--- src/rtl/ntt_bank_reader_if.sv ---
// Output stream bundle for ntt_bank_reader: data/last qualified by valid, with ready from the consumer.
interface ntt_bank_reader_if #(
  parameter int unsigned DW = 18
) ();
  logic [DW-1:0] out_data;
  logic          out_valid;
  logic          out_ready;
  logic          out_last;

  modport master (
    output out_data,
    output out_valid,
    output out_last,
    input  out_ready
  );

  modport slave (
    input  out_data,
    input  out_valid,
    input  out_last,
    output out_ready
  );
endinterface

--- src/rtl/ntt_bank_reader.sv ---
// Sweeps a 2**AW-word bank (1-cycle registered read) in natural or bit-reversed order and streams
// the words out over valid/ready through a 2-entry skid FIFO.
module ntt_bank_reader #(
  parameter int unsigned DW = 18,
  parameter int unsigned AW = 8
) (
  input  logic                     clk,
  input  logic                     rst,
  input  logic                     start_i,
  input  logic                     bitrev_i,
  output logic [AW-1:0]            rd_addr_o,
  input  logic [DW-1:0]            rd_dout_i,
  ntt_bank_reader_if.master        out_if,
  output logic                     busy_o,
  output logic                     done_o
);

  typedef enum logic [1:0] {StIdle, StRun, StDrain} state_e;

  state_e          state_q, state_d;
  logic            mode_q, mode_d;
  logic [AW-1:0]   cnt_q, cnt_d;
  logic            inflight_q, inflight_d;
  logic            infl_last_q, infl_last_d;
  logic            done_q, done_d;

  logic [DW-1:0]   fifo_data_q [2];
  logic [1:0]      fifo_last_q;
  logic            rd_ptr_q, wr_ptr_q;
  logic [1:0]      count_q;

  logic            pop, push, issue, cnt_max;
  logic [2:0]      occ;
  logic [AW-1:0]   cnt_rev;

  always_comb begin
    cnt_rev = '0;
    for (int i = 0; i < int'(AW); i++) begin
      cnt_rev[i] = cnt_q[int'(AW) - 1 - i];
    end
  end

  assign out_if.out_valid = (count_q != 2'd0);
  assign out_if.out_data  = fifo_data_q[rd_ptr_q];
  assign out_if.out_last  = out_if.out_valid && fifo_last_q[rd_ptr_q];

  assign pop     = out_if.out_valid && out_if.out_ready;
  assign push    = inflight_q;
  assign cnt_max = (cnt_q == {AW{1'b1}});

  // Words held plus the one in flight, minus what leaves this cycle, must leave room for one more.
  assign occ   = {1'b0, count_q} + {2'b00, inflight_q} - {2'b00, pop};
  assign issue = (state_q == StRun) && (occ < 3'd2);

  assign rd_addr_o = issue ? (mode_q ? cnt_rev : cnt_q) : '0;
  assign busy_o    = (state_q != StIdle);
  assign done_o    = done_q;

  always_comb begin
    state_d     = state_q;
    mode_d      = mode_q;
    cnt_d       = cnt_q;
    done_d      = 1'b0;
    inflight_d  = issue;
    infl_last_d = issue && cnt_max;
    case (state_q)
      StIdle: begin
        if (start_i) begin
          mode_d  = bitrev_i;
          cnt_d   = '0;
          state_d = StRun;
        end
      end
      StRun: begin
        if (issue) begin
          cnt_d = cnt_q + 1'b1;
          if (cnt_max) state_d = StDrain;
        end
      end
      StDrain: begin
        if (pop && out_if.out_last) begin
          state_d = StIdle;
          done_d  = 1'b1;
        end
      end
      default: state_d = StIdle;
    endcase
  end

  always_ff @(posedge clk) begin
    if (rst) begin
      state_q     <= StIdle;
      mode_q      <= 1'b0;
      cnt_q       <= '0;
      inflight_q  <= 1'b0;
      infl_last_q <= 1'b0;
      done_q      <= 1'b0;
    end else begin
      state_q     <= state_d;
      mode_q      <= mode_d;
      cnt_q       <= cnt_d;
      inflight_q  <= inflight_d;
      infl_last_q <= infl_last_d;
      done_q      <= done_d;
    end
  end

  always_ff @(posedge clk) begin
    if (rst) begin
      fifo_data_q[0] <= '0;
      fifo_data_q[1] <= '0;
      fifo_last_q    <= '0;
      rd_ptr_q       <= 1'b0;
      wr_ptr_q       <= 1'b0;
      count_q        <= '0;
    end else begin
      if (push) begin
        fifo_data_q[wr_ptr_q] <= rd_dout_i;
        fifo_last_q[wr_ptr_q] <= infl_last_q;
        wr_ptr_q              <= ~wr_ptr_q;
      end
      if (pop) rd_ptr_q <= ~rd_ptr_q;
      count_q <= count_q + {1'b0, push} - {1'b0, pop};
    end
  end

endmodule
--- src/flat_wrapper.sv ---
// flat-port wrapper written by rule: the top's interface ports become plain ports
module ntt_bank_reader_flat 
#(
  parameter int unsigned DW = 18,
  parameter int unsigned AW = 8
)
  (clk, rst, start_i, bitrev_i, rd_addr_o, rd_dout_i, busy_o, done_o, out_if_out_data, out_if_out_valid, out_if_out_last, out_if_out_ready);
  ntt_bank_reader_if #(.DW(DW)) out_if_i ();
  input  logic clk;
  input  logic rst;
  input  logic start_i;
  input  logic bitrev_i;
  output logic [AW-1:0] rd_addr_o;
  input  logic [DW-1:0] rd_dout_i;
  output logic busy_o;
  output logic done_o;
  output wire logic [$bits(out_if_i.out_data)-1:0] out_if_out_data;
  output wire logic [$bits(out_if_i.out_valid)-1:0] out_if_out_valid;
  output wire logic [$bits(out_if_i.out_last)-1:0] out_if_out_last;
  input wire logic [$bits(out_if_i.out_ready)-1:0] out_if_out_ready;
  assign out_if_out_data = out_if_i.out_data;
  assign out_if_out_valid = out_if_i.out_valid;
  assign out_if_out_last = out_if_i.out_last;
  assign out_if_i.out_ready = out_if_out_ready;
  ntt_bank_reader #(.DW(DW), .AW(AW)) u_core (.clk(clk), .rst(rst), .start_i(start_i), .bitrev_i(bitrev_i), .rd_addr_o(rd_addr_o), .rd_dout_i(rd_dout_i), .out_if(out_if_i), .busy_o(busy_o), .done_o(done_o));
endmodule
--- config.mk ---
export PLATFORM = sky130hd
export DESIGN_NAME = ntt_bank_reader_flat
export DESIGN_NICKNAME = d
export VERILOG_FILES = /design/src/rtl/ntt_bank_reader_if.sv /design/src/rtl/ntt_bank_reader.sv /design/src/flat_wrapper.sv
export SDC_FILE = /design/constraint.sdc
export NUM_CORES = 1
export LEC_CHECK = 0
export ABC_AREA = 1
export BUFFER_PORTS_ARGS = -buffer_cell sky130_fd_sc_hd__buf_2
export CAP_MARGIN = 25
export CORE_MARGIN = 1
export CORE_UTILIZATION = 55
export CTS_CLUSTER_SIZE = 8
export DETAILED_ROUTE_END_ITERATION = 16
export GPL_TIMING_DRIVEN = 0
export PLACE_DENSITY = 0.79
export SLEW_MARGIN = 20
export SYNTH_ARGS = -nofsm -noshare
export SYNTH_HDL_FRONTEND = slang
export SYNTH_SLANG_ARGS = --single-unit
--- constraint.sdc ---
create_clock -name clk -period 6 [get_ports clk]
set_input_delay 0.9 -clock clk [delete_from_list [all_inputs] [get_ports clk]]
set_output_delay 0.9 -clock clk [all_outputs]
set_load 0.05 [all_outputs]
==> results of run 1 <==
## cell type report
cell class	instances	area, um^2	area share
repair buffers	52	260	0.0837
clock buffers	10	128	0.0411
clock inverters	6	26.3	0.00845
flip-flops and latches	57	1500	0.483
well taps	52	65.1	0.0209
multi-input cells	166	925	0.298
plain buffers	9	41.3	0.0133
inverters	43	161	0.0519
## critical path, cell delays in order
cell and delay, ns:
buf_2 0.11, nand2_1 0.05, inv_1 0.06, ha_1 0.27
inv_1 0.04, ha_1 0.20, fa_1 0.48, a21oi_1 0.22
nand3_4 0.14, buf_4 0.20, a211oi_1 0.20, buf_2 0.31
## logic make-up after synthesis
kind of cell	Yosys count	share of synthesized area
AOI/OAI and AO/OA	25	0.0538
adders and majority gates	4	0.0219
buffers and inverters	52	0.0771
DFF	57	0.571
muxes	20	0.0847
and+or+nand+nor	117	0.191
## placed cells by master (no fill, tap or decap), drive strengths merged, types with 2 or more instances in the layout
cell	count
a211oi	6
a21oi	11
buf	56
clkbuf	15
clkinv	6
dfxtp	21
edfxtp	36
ha	3
inv	43
mux2	18
mux2i	2
nand2	27
nand3	13
nor2	72
nor3	2
o21ai	7
## metal layers
layer / up-vias / GRT usage / routed length (um)
met2: 53 / 0.331 / 2210
met3: 7 / 0.0627 / 300
met5: - / 0 / 0
li1: 1022 / - / -
met4: 0 / 0.124 / 58
met1: 881 / 0.236 / 2100
## state kept, by name, indices dropped and copies added (netlist names), named ones only
name and flops:
u_core.fifo_data_q 36, u_core.state_q 2, u_core.count_q 2, u_core.infl_last_q 1, u_core.wr_ptr_q 1, u_core.rd_ptr_q 1
u_core.mode_q 1, u_core.fifo_last_q 2, u_core.inflight_q 1, u_core.done_o 1, u_core.cnt_q 8
## per-stage QoR
step | std cells | area, um^2 | setup slack [ns]
floorplan | 275 | 2630 | 1.45
global placement | 379 | 2950 | 1.89
detailed placement | 379 | 2950 | 1.89
CTS | 395 | 3110 | 1.89
global route | 395 | 3110 | 1.75
finish | 395 | 3110 | 1.93
## power by group through the flow
stage               Combinational, W  Sequential (W)  Clock (W)
floorplan                   0.000334        0.000477          0
global placement            0.000407        0.000480          0
detailed placement          0.000410        0.000482          0
CTS                         0.000413        0.000473   0.000290
global route                0.000441        0.000477   0.000307
finish                      0.000408        0.000473   0.000283
## final timing paths
kind,start,endpoint,cells past startpoint
setup / recovery,out_if_out_ready,rd_addr_o[2],12
hold / removal,u_core.wr_ptr_q,u_core.wr_ptr_q,2
setup reg to reg,u_core.count_q[1],u_core.cnt_q[5],14
hold reg to reg,u_core.wr_ptr_q,u_core.wr_ptr_q,2
==> flow_summary.json, run 1 <==
{
  "clock_power_share": 0.243,
  "ios": 53,
  "cts_buffer_depth": 2,
  "rsz0062_at_grt": "no",
  "cts_made_buffers": 9,
  "synth_top_area_cell": "edfxtp_1",
  "gp_congestion": 0.900,
  "fp-row-count": 24,
  "vias_per_cell": 4.97,
  "antenna_found_initial": 0,
  "fill_cells": 352,
  "cts_resized": 0,
  "fin_crit_ns": 4.07,
  "p_sw_w": 0.000446,
  "avgSynthCellArea_um2": 9.56,
  "cap_violations": 0,
  "finClkSkew_ns": 0.00710,
  "cts_tree": "yes",
  "crit_arrival_ns": 3.17,
  "drive_above_1_share": 0.280,
  "fmax_ghz": 0.246,
  "ys_top_cells_by_area": "edfxtp_1 41%, dfxtp_1 16%, nor2_1 9.9%",
  "diodes": 0,
  "place_hpwl_mm": 3.21,
  "synth_cell_types": 26,
  "yosys-top-cells-count": "69 x nor2_1, 39 x inv_1, 36 x edfxtp_1, 26 x nand2_1, 21 x dfxtp_1",
  "synth_flop_cell": "edfxtp_1",
  "setup_tns_ns": 0,
  "p_int_w": 0.000718,
  "ys_async_sr_fraction": 0,
  "finalWirelength_mm": 4.67,
  "clk_pin_slew_worst_paths_ns": 0.06,
  "p_total_w": 0.00116,
  "grt_usage": 0.203,
  "drt-wirelength-per-cell_um": 11.8,
  "die_w_um": 71.1,
  "status": "finished with violations",
  "die_area_mm2": 0.00506,
  "setup_viol": 0,
  "final_util": 0.695,
  "synth.top_cell.area_share": 0.411,
  "mappedNetlistArea_mm2": 0.00263,
  "finalCritPeriodShare": 0.678,
  "holdWs_ns": 0.471,
  "power.share.switching": 0.383,
  "yosysWarningCount": 0,
  "grt_pass1_vias": 1837,
  "required_ns": 5.10,
  "vias": 1963,
  "syn2layout_area_growth_pct": 18.2,
  "post-route-drc-count": 7,
  "yosysMostFrequentCell": "nor2_1",
  "post_cts_buffers": 0,
  "grt_pass1_wl_mm": 7.66,
  "power_frac_seq": 0.406,
  "core_area_mm2": 0.00447,
  "cts_hold_buf": 0,
  "hold_violations": 0,
  "clkLatencyLatePin_ns": 0.33,
  "hp-class": "reg -> reg",
  "port_buffers": 52,
  "syn_inst": 275,
  "violations": "design-rule violations",
  "ys_ff_latch": 57,
  "cp-end-kind": "primary output",
  "combPwrFrac": 0.351,
  "nNetsFinal": 365,
  "peakVddDrop_uv": 227,
  "p_per_area_mw_per_mm2": 375,
  "critPathMaxFanout": 10,
  "grt_remaining_overflow": 0,
  "relSlewSlack": 0.469,
  "antenna_left": 0,
  "drt-initial-drc-count": 97,
  "finalMaxSlewViolations": 0,
  "ys_seq_area_frac": 0.571,
  "leakage_nw": 1.40,
  "worst_pin_slew_ns": 0.795,
  "clkSinkCount": 57,
  "h-tree-depth": 3,
  "r2r_slack_ns": 3.40,
  "grt_max_degree": 20,
  "syn-num-nets": 302,
  "path_class": "in -> out",
  "die_h_um": 71.1,
  "cp-start-kind": "input port",
  "synth-edff-count": 36,
  "start_util": 0.588,
  "drt_pass1_iterations": 11,
  "cts-root-buf": "clkbuf_8"
}
No activity file was read; power rests on OpenSTA's default activity.
==> run 2, diff against run 1 <==
- CORE_UTILIZATION: 55 -> 54
- PLACE_DENSITY: 0.79 -> 0.78
- clock period: 6 -> 4.11 ns (I/O delays scaled with it)
==> flow_summary.json, run 2 (synthesis gave the netlist of run 1 again) <==
{
  "cts_resized": 0,
  "final_common_cell": "nor2_1",
  "regArea_mm2": 0.00150,
  "p_per_area_mw_per_mm2": 586,
  "die_h_um": 71.8,
  "core_area_mm2": 0.00469,
  "cts-root-buf": "clkbuf_8",
  "status": "finished, final reports clean",
  "peakVddDrop_uv": 305,
  "grt_pass1_vias": 1876,
  "clk_pin_slew_worst_paths_ns": 0.06,
  "crit_slowest_cell": "fa_1",
  "cp-end-kind": "primary output",
  "worst_pin_slew_ns": 0.837,
  "grt_max_degree": 20,
  "die_w_um": 71.8,
  "post-route-drc-count": 0,
  "drt-wirelength-per-cell_um": 12.9,
  "fin_crit_ns": 3.86,
  "gp_congestion": 0.908,
  "critPathMaxFanout": 10,
  "final_cell_mix": "69 x nor2_1, 55 x buf_2, 39 x inv_1",
  "port_buffers": 52,
  "drt_pass1_iterations": 4,
  "antenna_found_initial": 0,
  "drt-initial-drc-count": 144,
  "cp-start-kind": "flop",
  "fill_cells": 394,
  "ios": 53,
  "p_sw_w": 0.000679,
  "setup_viol": 0,
  "antenna_left": 0,
  "p_int_w": 0.00118,
  "path_class": "reg -> out",
  "grt_usage": 0.215,
  "setup_tns_ns": 0,
  "combPwrFrac": 0.327,
  "max_stage_delay_ns": 0.49,
  "leakage_nw": 1.42,
  "vias_per_cell": 5.07,
  "holdWs_ns": 0.471,
  "grt_remaining_overflow": 0,
  "post_cts_buffers": 0,
  "cts_buffer_depth": 2,
  "syn2layout_area_growth_pct": 20.4,
  "clkSinkCount": 57,
  "finalMaxSlewViolations": 0,
  "rsz0062_at_grt": "no",
  "cap_violations": 0,
  "dp_cells": 381,
  "power.share.switching": 0.366,
  "reg.largest.list": "u_core.fifo_data_q (36), u_core.cnt_q (8)",
  "relSlewSlack": 0.441,
  "nNetsFinal": 365,
  "worstPathCellList": "or2_2, nand2_1, inv_1, ha_1, inv_1, ha_1, fa_1, a21oi_1, nand3_4, buf_4, a211oi_1, buf_2",
  "start_util": 0.560,
  "finClkSkew_ns": 0.00768,
  "hold_violations": 0,
  "diodes": 0,
  "clkLatencyLatePin_ns": 0.33,
  "required_ns": 3.49,
  "hp-class": "reg -> reg",
  "fp-row-count": 25,
  "die_area_mm2": 0.00515,
  "multi_input_area_um2": 925,
  "h-tree-depth": 3,
  "cts_tree": "yes",
  "cts_made_buffers": 9,
  "clock_power_share": 0.300,
  "cts_hold_buf": 0,
  "place_hpwl_mm": 3.47,
  "largest_reg_flops": 36,
  "drive_above_1_share": 0.286,
  "grt_pass1_wl_mm": 8.20,
  "largest_register": "u_core.fifo_data_q",
  "crit_arrival_ns": 3.25,
  "fmax_ghz": 0.259,
  "final_cells": 397,
  "finalWirelength_mm": 5.10,
  "finalCritPeriodShare": 0.940,
  "vias": 2013,
  "power_frac_seq": 0.373
}
run 2: cell types whose count changed in the layout (fill, tap and decap cells not counted):
cell / change
clkinvlp_4: +1
bufinv_16: +2
clkinv_1: -1
clkinv_2: -1
clkbuf_1: -1
run 2: stage by stage:
step / cell area, um^2 / util / worst slack, ns / total power, W
global placement: 2960 / 0.630 / 0.562 / 0.00130
global route: 3170 / 0.675 / 0.0615 / 0.00194
finish: 3170 / 0.675 / 0.246 / 0.00185
CTS: 3170 / 0.675 / 0.233 / 0.00187
floorplan: 2630 / - / -0.0425 / 0.00118
detailed placement: 2960 / 0.630 / 0.534 / 0.00131
run 2: cell type report:
class | instances | share of cell area
Clock inverter | 7 | 0.0269
Inverter | 43 | 0.0510
Multi-Input combinational cell | 166 | 0.292
Buffer | 9 | 0.0130
Timing Repair Buffer | 52 | 0.0822
Tap cell | 54 | 0.0213
Sequential cell | 57 | 0.474
Clock buffer | 9 | 0.0391
run 2: critical path, delay by kind of cell (launching register included):
family                     cells  cell delay [ns]
adders and majority gates      3             0.97
AOI/OAI and AO/OA              2             0.47
DFF                            1             0.33
and+or+nand+nor                3             0.52
buffers and inverters          4             0.62
run 2: power by group through the flow:
stage          Sequential, W  Combinational [W]  Clock [W]
2_1_floorplan       0.000696           0.000487          0
3_3_place_gp        0.000700           0.000595          0
3_5_place_dp        0.000704           0.000606          0
4_1_cts             0.000691           0.000611   0.000563
5_1_grt             0.000696           0.000653   0.000589
6_report            0.000691           0.000607   0.000557
run 2: worst paths after layout:
check | depth (start not counted) | startpoint | to | slack (ns)
setup / recovery | 12 | u_core.count_q[1] | rd_addr_o[0] | 0.25
hold / removal | 2 | u_core.infl_last_q | u_core.fifo_last_q[1] | 0.47
setup reg to reg | 14 | u_core.count_q[1] | u_core.cnt_q[5] | 1.47
hold reg to reg | 2 | u_core.infl_last_q | u_core.fifo_last_q[1] | 0.47
run 2: metal layers:
metal | global-route usage | vias up | routed length, um
li1 | - | 1020 | -
met3 | 0.0731 | 10 | 274
met2 | 0.373 | 61 | 2600
met5 | 0 | - | 0
met4 | 0.0784 | 0 | 68
met1 | 0.245 | 922 | 2160
==> run 3, diff against run 2 <==
- CORE_UTILIZATION: 54 -> 31
- PLACE_DENSITY: 0.78 -> 0.49
- SETUP_SLACK_MARGIN: default -> 0.15
- clock period: 4.11 -> 4.9 ns (I/O delays scaled with it)
==> flow_summary.json, run 3 (synthesis gave the netlist of run 1 again) <==
{
  "status": "finished, final reports clean",
  "finalWirelength_mm": 5.24,
  "finClkSkew_ns": 0.00817,
  "drt-initial-drc-count": 78,
  "diodes": 0,
  "clk_pin_slew_worst_paths_ns": 0.07,
  "clkSinkCount": 57,
  "port_buffers": 52,
  "post_cts_buffers": 0,
  "cp.depth": 12,
  "path_class": "reg -> out",
  "peakVddDrop_uv": 151,
  "grt_remaining_overflow": 0,
  "critPathTopFamily": "adder cells",
  "setup_viol": 0,
  "largest_reg_flops": 36,
  "critPathMaxFanout": 10,
  "cp-start-kind": "flop",
  "vias_per_cell": 4.44,
  "final_cell_mix": "69 x nor2_1, 55 x buf_2, 39 x inv_1",
  "post-route-drc-count": 0,
  "reg.largest.list": "u_core.fifo_data_q (36), u_core.cnt_q (8)",
  "place_hpwl_mm": 3.62,
  "finalMaxSlewViolations": 0,
  "whs_path_depth": 2,
  "nNetsFinal": 365,
  "die_area_mm2": 0.00885,
  "grt_pass1_vias": 1880,
  "largest_register": "u_core.fifo_data_q",
  "drt_pass1_iterations": 4,
  "crit_slowest_cell": "fa_1",
  "setup_tns_ns": 0,
  "worst_pin_slew_ns": 0.846,
  "syn2layout_area_growth_pct": 23.8,
  "cts_buffer_depth": 2,
  "grt_usage": 0.129,
  "drive_above_1_share": 0.286,
  "h-tree-depth": 3,
  "antenna_found_initial": 0,
  "finalCritPeriodShare": 0.798,
  "required_ns": 4.16,
  "drt-wirelength-per-cell_um": 11.7,
  "cap_violations": 0,
  "start_util": 0.320,
  "relSlewSlack": 0.434,
  "crit_buf_inv": 4,
  "ios": 53,
  "fill_cells": 844,
  "worst_r2r_path_depth": 14,
  "rsz0062_at_grt": "no",
  "leakage_nw": 1.43,
  "hold_violations": 0,
  "fp-row-count": 33,
  "die_h_um": 94.1,
  "p_per_area_mw_per_mm2": 494,
  "cts_resized": 0,
  "crit_arrival_ns": 3.18,
  "final_cells": 448,
  "die_w_um": 94.1,
  "grt_max_degree": 20,
  "cts_made_buffers": 9,
  "clkLatencyLatePin_ns": 0.33,
  "core_area_mm2": 0.00822,
  "final_common_cell": "nor2_1",
  "worstPathCellList": "or2_2, nand2_1, inv_1, ha_1, inv_1, ha_1, fa_1, a21oi_1, nand3_4, buf_4, a211oi_1, buf_2",
  "antenna_left": 0,
  "r2r_slack_ns": 2.26,
  "cp-end-kind": "primary output",
  "grt_pass1_wl_mm": 8.63,
  "hp-class": "reg -> reg",
  "gp_congestion": 0.798,
  "max_stage_delay_ns": 0.49,
  "cts-root-buf": "clkbuf_8",
  "fmax_ghz": 0.256,
  "cts_hold_buf": 0,
  "fin_crit_ns": 3.91,
  "vias": 1990,
  "dp_cells": 432,
  "cts_tree": "yes"
}
[run 3: changes by cell type in the layout (fill, tap and decap cells not counted), sizes merged]
cell,delta
clkbuf,+1
bufinv,+1
clkinv,-2
[run 3: per-stage QoR]
stage | worst slack (ns) | util | instance area, um^2 | hold WS, ns | total power, W
after floorplan | 0.629 | - | 2630 | 0.443 | 0.000992
after global placement | 1.15 | 0.368 | 3020 | 0.455 | 0.00110
after detailed placement | 1.12 | 0.368 | 3020 | 0.463 | 0.00110
after CTS | 0.951 | 0.396 | 3250 | 0.471 | 0.00163
after global routing | 0.753 | 0.396 | 3250 | 0.505 | 0.00169
final | 0.989 | 0.396 | 3250 | 0.469 | 0.00161
[run 3: layout make-up]
type,instances,area (um^2),share of cell area
Timing Repair Buffer,52,260,0.0800
Multi-Input combinational cell,166,925,0.284
Tap cell,105,131,0.0404
Inverter,43,161,0.0496
Clock inverter,6,106,0.0327
Sequential cell,57,1500,0.461
Buffer,9,41.3,0.0127
Clock buffer,10,128,0.0392
[run 3: power breakdown]
group | leakage, nW | switching [W] | internal (W)
clock network | 0.114 | 0.000189 | 0.000335
logic | 0.774 | 0.000359 | 0.000146
registers | 0.543 | 0.0000201 | 0.000559
[run 3: tightest hold or removal path, delay by kind of cell, from the launching register on]
| kind | cells | cell delay [ns] |
|---|---|---|
| DFF | 1 | 0.31 |
| buffers and inverters | 1 | 0.06 |
| AOI/OAI and AO/OA | 1 | 0.05 |
[run 3: per-layer routing]
metal  track usage  vias to the layer above  wire [um]
met3        0.0396                        7        292
met5             0                        -          0
met2         0.204                       58       2320
met1         0.165                      907       2580
met4        0.0500                        0         52
li1              -                     1018          -
[run 3: path summary, 6_finish.rpt]
kind                          start              end
hold reg to reg     u_core.wr_ptr_q  u_core.wr_ptr_q
setup / recovery  u_core.count_q[1]     rd_addr_o[0]
hold / removal      u_core.wr_ptr_q  u_core.wr_ptr_q
setup reg to reg  u_core.count_q[1]  u_core.cnt_q[5]
